==> src/rtl/wb_regfile_unit_pkg.sv <==
// Shared widths, register-file constants and write-back types for the ARM write-back stage.
package wb_regfile_unit_pkg;

  localparam int unsigned REGISTER_LEN        = 32;
  localparam int unsigned REGFILE_ADDRESS_LEN = 4;
  localparam int unsigned STATUS_LEN          = 4;
  localparam int unsigned REGFILE_DEPTH       = 15;

  typedef logic [REGISTER_LEN-1:0]        word_t;
  typedef logic [REGFILE_ADDRESS_LEN-1:0] reg_addr_t;
  typedef logic [STATUS_LEN-1:0]          status_t;

  // R15 is the PC; it lives in fetch, not in this array.
  localparam reg_addr_t PC_REG_INDEX = 4'd15;

  typedef struct packed {
    logic      wb_en;
    logic      r_en;
    word_t     alu_result;
    word_t     mem_data;
    reg_addr_t dest;
  } mem_wb_t;

  // Architectural reset contents: R[i] = i.
  function automatic word_t reg_reset_value(input int unsigned idx);
    return word_t'(idx);
  endfunction

endpackage

==> src/rtl/wb_regfile_unit_if.sv <==
// MEM-stage, decode-read, status and write-back signals of the write-back unit.
interface wb_regfile_unit_if;
  import wb_regfile_unit_pkg::*;

  logic      freeze;
  logic      mem_wb_en_in;
  logic      mem_r_en_in;
  word_t     alu_result_in;
  word_t     mem_data_in;
  reg_addr_t dest_in;

  reg_addr_t rd_addr1;
  reg_addr_t rd_addr2;
  word_t     rd_data1;
  word_t     rd_data2;

  logic      status_we;
  status_t   status_in;
  status_t   status_out;

  logic      wb_en_out;
  reg_addr_t wb_dest_out;
  word_t     wb_value_out;

  modport slave (
    input  freeze, mem_wb_en_in, mem_r_en_in, alu_result_in, mem_data_in, dest_in,
    input  rd_addr1, rd_addr2, status_we, status_in,
    output rd_data1, rd_data2, status_out, wb_en_out, wb_dest_out, wb_value_out
  );

  modport master (
    output freeze, mem_wb_en_in, mem_r_en_in, alu_result_in, mem_data_in, dest_in,
    output rd_addr1, rd_addr2, status_we, status_in,
    input  rd_data1, rd_data2, status_out, wb_en_out, wb_dest_out, wb_value_out
  );

endinterface

==> src/rtl/register_file.sv <==
// 15-entry register file with one write port and two combinational read ports with
// write-through bypass, so decode sees a value in the cycle it is committed.
module register_file
  import wb_regfile_unit_pkg::*;
(
  input  logic      clk,
  input  logic      rst,
  input  logic      wb_en_i,
  input  reg_addr_t wb_dest_i,
  input  word_t     wb_value_i,
  input  reg_addr_t rd_addr1_i,
  input  reg_addr_t rd_addr2_i,
  output word_t     rd_data1_o,
  output word_t     rd_data2_o
);

  word_t regs_q [REGFILE_DEPTH];
  logic  wr_valid;

  assign wr_valid = wb_en_i && (wb_dest_i != PC_REG_INDEX);

  always_ff @(posedge clk or posedge rst) begin
    if (rst) begin
      for (int unsigned i = 0; i < REGFILE_DEPTH; i++) begin
        regs_q[i] <= reg_reset_value(i);
      end
    end else if (wr_valid) begin
      regs_q[wb_dest_i] <= wb_value_i;
    end
  end

  // Address 15 must win over the bypass, since a discarded R15 write can sit in WB.
  always_comb begin
    rd_data1_o = '0;
    if (rd_addr1_i == PC_REG_INDEX) begin
      rd_data1_o = '0;
    end else if (wb_en_i && (rd_addr1_i == wb_dest_i)) begin
      rd_data1_o = wb_value_i;
    end else begin
      rd_data1_o = regs_q[rd_addr1_i];
    end
  end

  always_comb begin
    rd_data2_o = '0;
    if (rd_addr2_i == PC_REG_INDEX) begin
      rd_data2_o = '0;
    end else if (wb_en_i && (rd_addr2_i == wb_dest_i)) begin
      rd_data2_o = wb_value_i;
    end else begin
      rd_data2_o = regs_q[rd_addr2_i];
    end
  end

endmodule

==> src/rtl/wb_regfile_unit.sv <==
// Write-back stage: MEM/WB register, ALU/load value select, NZCV status register and
// the register file that decode reads.
module wb_regfile_unit
  import wb_regfile_unit_pkg::*;
(
  input logic               clk,
  input logic               rst,
  wb_regfile_unit_if.slave  bus
);

  mem_wb_t mem_wb_q, mem_wb_d;
  status_t status_q, status_d;
  word_t   wb_value;

  always_comb begin
    mem_wb_d = mem_wb_q;
    if (!bus.freeze) begin
      mem_wb_d.wb_en      = bus.mem_wb_en_in;
      mem_wb_d.r_en       = bus.mem_r_en_in;
      mem_wb_d.alu_result = bus.alu_result_in;
      mem_wb_d.mem_data   = bus.mem_data_in;
      mem_wb_d.dest       = bus.dest_in;
    end
  end

  // A frozen status write is dropped; EXE re-presents it once the freeze lifts.
  always_comb begin
    status_d = status_q;
    if (bus.status_we && !bus.freeze) begin
      status_d = bus.status_in;
    end
  end

  always_ff @(posedge clk or posedge rst) begin
    if (rst) begin
      mem_wb_q <= '0;
      status_q <= '0;
    end else begin
      mem_wb_q <= mem_wb_d;
      status_q <= status_d;
    end
  end

  assign wb_value = mem_wb_q.r_en ? mem_wb_q.mem_data : mem_wb_q.alu_result;

  assign bus.wb_en_out    = mem_wb_q.wb_en;
  assign bus.wb_dest_out  = mem_wb_q.dest;
  assign bus.wb_value_out = wb_value;
  assign bus.status_out   = status_q;

  // Writes continue under freeze: the held entry just rewrites the same value.
  register_file u_register_file (
    .clk        (clk),
    .rst        (rst),
    .wb_en_i    (mem_wb_q.wb_en),
    .wb_dest_i  (mem_wb_q.dest),
    .wb_value_i (wb_value),
    .rd_addr1_i (bus.rd_addr1),
    .rd_addr2_i (bus.rd_addr2),
    .rd_data1_o (bus.rd_data1),
    .rd_data2_o (bus.rd_data2)
  );

endmodule
==> src/flat_wrapper.sv <==
// flat-port wrapper written by rule: the top's interface ports become plain ports
module wb_regfile_unit_flat import wb_regfile_unit_pkg::*;
  (clk, rst, bus_freeze, bus_mem_wb_en_in, bus_mem_r_en_in, bus_alu_result_in, bus_mem_data_in, bus_dest_in, bus_rd_addr1, bus_rd_addr2, bus_status_we, bus_status_in, bus_rd_data1, bus_rd_data2, bus_status_out, bus_wb_en_out, bus_wb_dest_out, bus_wb_value_out);
  wb_regfile_unit_if bus_i ();
  input logic clk;
  input logic rst;
  input wire logic [$bits(bus_i.freeze)-1:0] bus_freeze;
  input wire logic [$bits(bus_i.mem_wb_en_in)-1:0] bus_mem_wb_en_in;
  input wire logic [$bits(bus_i.mem_r_en_in)-1:0] bus_mem_r_en_in;
  input wire logic [$bits(bus_i.alu_result_in)-1:0] bus_alu_result_in;
  input wire logic [$bits(bus_i.mem_data_in)-1:0] bus_mem_data_in;
  input wire logic [$bits(bus_i.dest_in)-1:0] bus_dest_in;
  input wire logic [$bits(bus_i.rd_addr1)-1:0] bus_rd_addr1;
  input wire logic [$bits(bus_i.rd_addr2)-1:0] bus_rd_addr2;
  input wire logic [$bits(bus_i.status_we)-1:0] bus_status_we;
  input wire logic [$bits(bus_i.status_in)-1:0] bus_status_in;
  output wire logic [$bits(bus_i.rd_data1)-1:0] bus_rd_data1;
  output wire logic [$bits(bus_i.rd_data2)-1:0] bus_rd_data2;
  output wire logic [$bits(bus_i.status_out)-1:0] bus_status_out;
  output wire logic [$bits(bus_i.wb_en_out)-1:0] bus_wb_en_out;
  output wire logic [$bits(bus_i.wb_dest_out)-1:0] bus_wb_dest_out;
  output wire logic [$bits(bus_i.wb_value_out)-1:0] bus_wb_value_out;
  assign bus_i.freeze = bus_freeze;
  assign bus_i.mem_wb_en_in = bus_mem_wb_en_in;
  assign bus_i.mem_r_en_in = bus_mem_r_en_in;
  assign bus_i.alu_result_in = bus_alu_result_in;
  assign bus_i.mem_data_in = bus_mem_data_in;
  assign bus_i.dest_in = bus_dest_in;
  assign bus_i.rd_addr1 = bus_rd_addr1;
  assign bus_i.rd_addr2 = bus_rd_addr2;
  assign bus_i.status_we = bus_status_we;
  assign bus_i.status_in = bus_status_in;
  assign bus_rd_data1 = bus_i.rd_data1;
  assign bus_rd_data2 = bus_i.rd_data2;
  assign bus_status_out = bus_i.status_out;
  assign bus_wb_en_out = bus_i.wb_en_out;
  assign bus_wb_dest_out = bus_i.wb_dest_out;
  assign bus_wb_value_out = bus_i.wb_value_out;
  wb_regfile_unit u_core (.clk(clk), .rst(rst), .bus(bus_i));
endmodule
==> config.mk <==
export PLATFORM = sky130hd
export DESIGN_NAME = wb_regfile_unit_flat
export DESIGN_NICKNAME = d
export VERILOG_FILES = /design/src/rtl/wb_regfile_unit_pkg.sv /design/src/rtl/wb_regfile_unit_if.sv /design/src/rtl/register_file.sv /design/src/rtl/wb_regfile_unit.sv /design/src/flat_wrapper.sv
export SDC_FILE = /design/constraint.sdc
export NUM_CORES = 2
export LEC_CHECK = 0
export ABC_AREA = 1
export BUFFER_PORTS_ARGS = -buffer_cell sky130_fd_sc_hd__buf_2
export CAP_MARGIN = 20
export CORE_ASPECT_RATIO = 0.6
export CORE_MARGIN = 2
export CORE_UTILIZATION = 50
export DETAILED_ROUTE_END_ITERATION = 16
export PLACE_DENSITY = 0.68
export SYNTH_ARGS = -nofsm -noshare
export SYNTH_HDL_FRONTEND = slang
export SYNTH_SLANG_ARGS = --single-unit
export TNS_END_PERCENT = 30
==> constraint.sdc <==
create_clock -name clk -period 51.1 [get_ports clk]
set_clock_uncertainty 0.2 [all_clocks]
set_input_delay 2.555 -clock clk [delete_from_list [all_inputs] [get_ports clk]]
set_output_delay 2.555 -clock clk [all_outputs]
set_load 0.005 [all_outputs]
==> results_dict.tcl <==
set metrics [dict create \
    topRoutingLayerUsed "met4" \
    layout_commonest_cell "nand2_1" \
    clock_sinks 554 \
    p_int_uw 978 \
    clkLatencyLatePin_ns 0.65 \
    crit_type "in2out" \
    yosysSeqAreaShare 0.435 \
    syn-cell-area_um2 32000 \
    p_leak_nw 18.0 \
    start_util 0.508 \
    arrival_ns 6.47 \
    synthTopCellsByArea "dfrtp_1 41%, nand2_1 21%, mux2_2 9.3%" \
    ys_warn_count 0 \
    area_growth_pct 9.61 \
    port_buffers 190 \
    rsz0062_at_grt "false" \
    pwr-share-seq 0.440 \
    whs_ns 0.274 \
    maxSlewHeadroom 0.269 \
    tns_ns 0 \
    ios 191 \
    dp_hpwl_mm 60.3 \
    synth_cells 4421 \
    core_area_um2 62900 \
    final.setup.worst_slack_ns 41.88 \
    report.final.hold_viol_count 0 \
    status "complete, no violations" \
    finalCriticalPeriod_ns 9.22 \
    startpoint "bus_rd_addr1[0]" \
    first_global_vias 28079 \
    drc_errors 0 \
    dr_total_vias 29742 \
    crit_path_start_kind "primary input" \
    cp.required_ns 48.34 \
    clk_pin_slew_worst_paths_ns 0.06 \
    ir_drop_mv 0.0278 \
    sw_frac_of_total 0.339 \
    rrSetupSlack_ns 48.16 \
    drt-initial-drc-count 3392 \
    tightest_slew_ns 1.10 \
    antenna_left 0 \
    grt_usage 0.327 \
    postSynthRegisterBits 554 \
    final_cell_mix "1,746 x nand2_1, 525 x dfrtp_1, 427 x nand3_1" \
    multi_input_area_um2 15500 \
    synth_top_area_frac 0.412 \
    ctsHoldBuffers 0 \
    dr_wl_met2_mm 46.4 \
    finalCritPeriodShare 0.180 \
    stdcell_area_um2 35000 \
    hp-class "reg2reg" \
    drive_gt1_frac 0.158 \
    grt_start_max_net_pins 94 \
    avgSynthCellArea_um2 7.23 \
    worstHoldStart "u_core.mem_wb_q[28]" \
    diodes 0 \
    syn-num-nets 4507 \
    ctsResizeCount 0 \
    routed_wl_mm 107 \
    cap_violations 0 \
    cp_max_fo 93 \
    finalSetupViolCount 0 \
    power.share.clock 0.291 \
    die_h_um 200 \
    totalPowerFinal_mw 1.48 \
    wl_met1_mm 46.6 \
    antenna_found_initial 0 \
    clockBufferDepth 3 \
    dr_wl_met3_mm 11.0 \
    htreeDepth 2 \
    gr-total-overflow 0 \
    powerDensity_nw_per_um2 42.2 \
    clockRootBuffer "clkbuf_16" \
    p_switching_uw 501 \
    via_per_inst 5.61 \
    post_cts_buffers 0 \
    cts_buffers 54 \
    cts_tree "done" \
    gp_congestion 0.857 \
    nets 4509 \
    r2r-start "u_core.bus.wb_dest_out[0]" \
    yosysUniqueCellTypes 20 \
    drv_slew 0 \
    grt_pass1_wl_mm 167 \
    num_rows 71 \
    routedWlPerCell_um 20.1 \
    combPwrFrac 0.269 \
    dieWidth_um 330 \
    pre_cts_slack_ns 41.92 \
    end_kind "output pin" \
    die_area_um2 66000 \
    postPlaceCellArea_um2 33200 \
    synth_area_leader_cell "dfrtp_1" \
    nFillCells 6064 \
    timing.fmax_mhz 108 \
    drtPass1Iterations 9 \
    seq_area_um2 13900 \
]
-- worst paths after layout --
| path | endpoint | cells past startpoint |
|---|---|---|
| max | bus_rd_data1[6] | 12 |
| min | u_core.mem_wb_q[28] | 2 |
| max reg2reg | u_core.u_register_file.regs_q[15] | 5 |
| min reg2reg | u_core.mem_wb_q[28] | 2 |
| max in group asynchronous | u_core.mem_wb_q[68] | 5 |
| min in group asynchronous | u_core.u_register_file.regs_q[197] | 2 |
-- layout make-up --
type                            count  area share
Clock buffer                       80      0.0451
Clock inverter                     20     0.00768
Inverter                          308      0.0337
Multi-Input combinational cell   3238       0.443
Sequential cell                   554       0.397
Tap cell                          839      0.0300
Timing Repair Buffer              267      0.0441
-- cells by family after synthesis --
family          count (synthesis)  share of synthesized area
xor+xnor                        2                   0.000548
flops                         554                      0.435
buf+inv                       629                     0.0840
compound gates                443                     0.0728
mux                           265                     0.0934
simple gates                 2528                      0.314
-- registers in the layout, indices dropped and copies added, names as in the netlist --
name and flops:
u_core.bus.status_out 4, u_core.bus.wb_dest_out 4, u_core.bus.wb_en_out 1, u_core.mem_wb_q 65
u_core.u_register_file.regs_q 480
-- synth_stat cells (all sizes together) --
cell type and count:
xnor2 2, nor2 353, clkbuf 119, dfrtp 526
buf 202, o21ai 415, nand3 429, a21oi 28
dfstp 28, mux2 265, clkinv 2, nand2 1746
inv 306
-- metal layers --
layer  track usage  up-vias
li1              -    13924
met1         0.471    14094
met2         0.504     1536
met3        0.0615      188
met4        0.0952        0
met5             0        -
-- critical path, stage by stage --
cell	delay [ns]
buf_6	0.56
buf_4	0.69
inv_6	0.44
nand2_1	0.16
nand2_1	0.06
nor2_1	0.10
nand3_2	0.70
buf_4	0.57
nand3_1	0.15
nor2_1	0.07
nor2_1	0.11
buf_2	0.13
-- per-stage QoR --
| step | utilization | std cells |
|---|---|---|
| 2_1_floorplan | - | 4421 |
| 3_3_place_gp | 0.528 | 5206 |
| 3_5_place_dp | 0.528 | 5206 |
| 4_1_cts | 0.557 | 5306 |
| 5_1_grt | 0.557 | 5306 |
| 6_report | 0.557 | 5306 |
-- power groups by stage --
| stage | Clock [mW] | Combinational (mW) | Sequential [mW] |
|---|---|---|---|
| floorplan | 0 | 0.295 | 0.637 |
| global placement | 0 | 0.385 | 0.652 |
| detailed placement | 0 | 0.393 | 0.656 |
| CTS | 0.433 | 0.395 | 0.648 |
| global route | 0.448 | 0.452 | 0.667 |
| finish | 0.430 | 0.398 | 0.652 |
(Power assumes the default switching activity.)
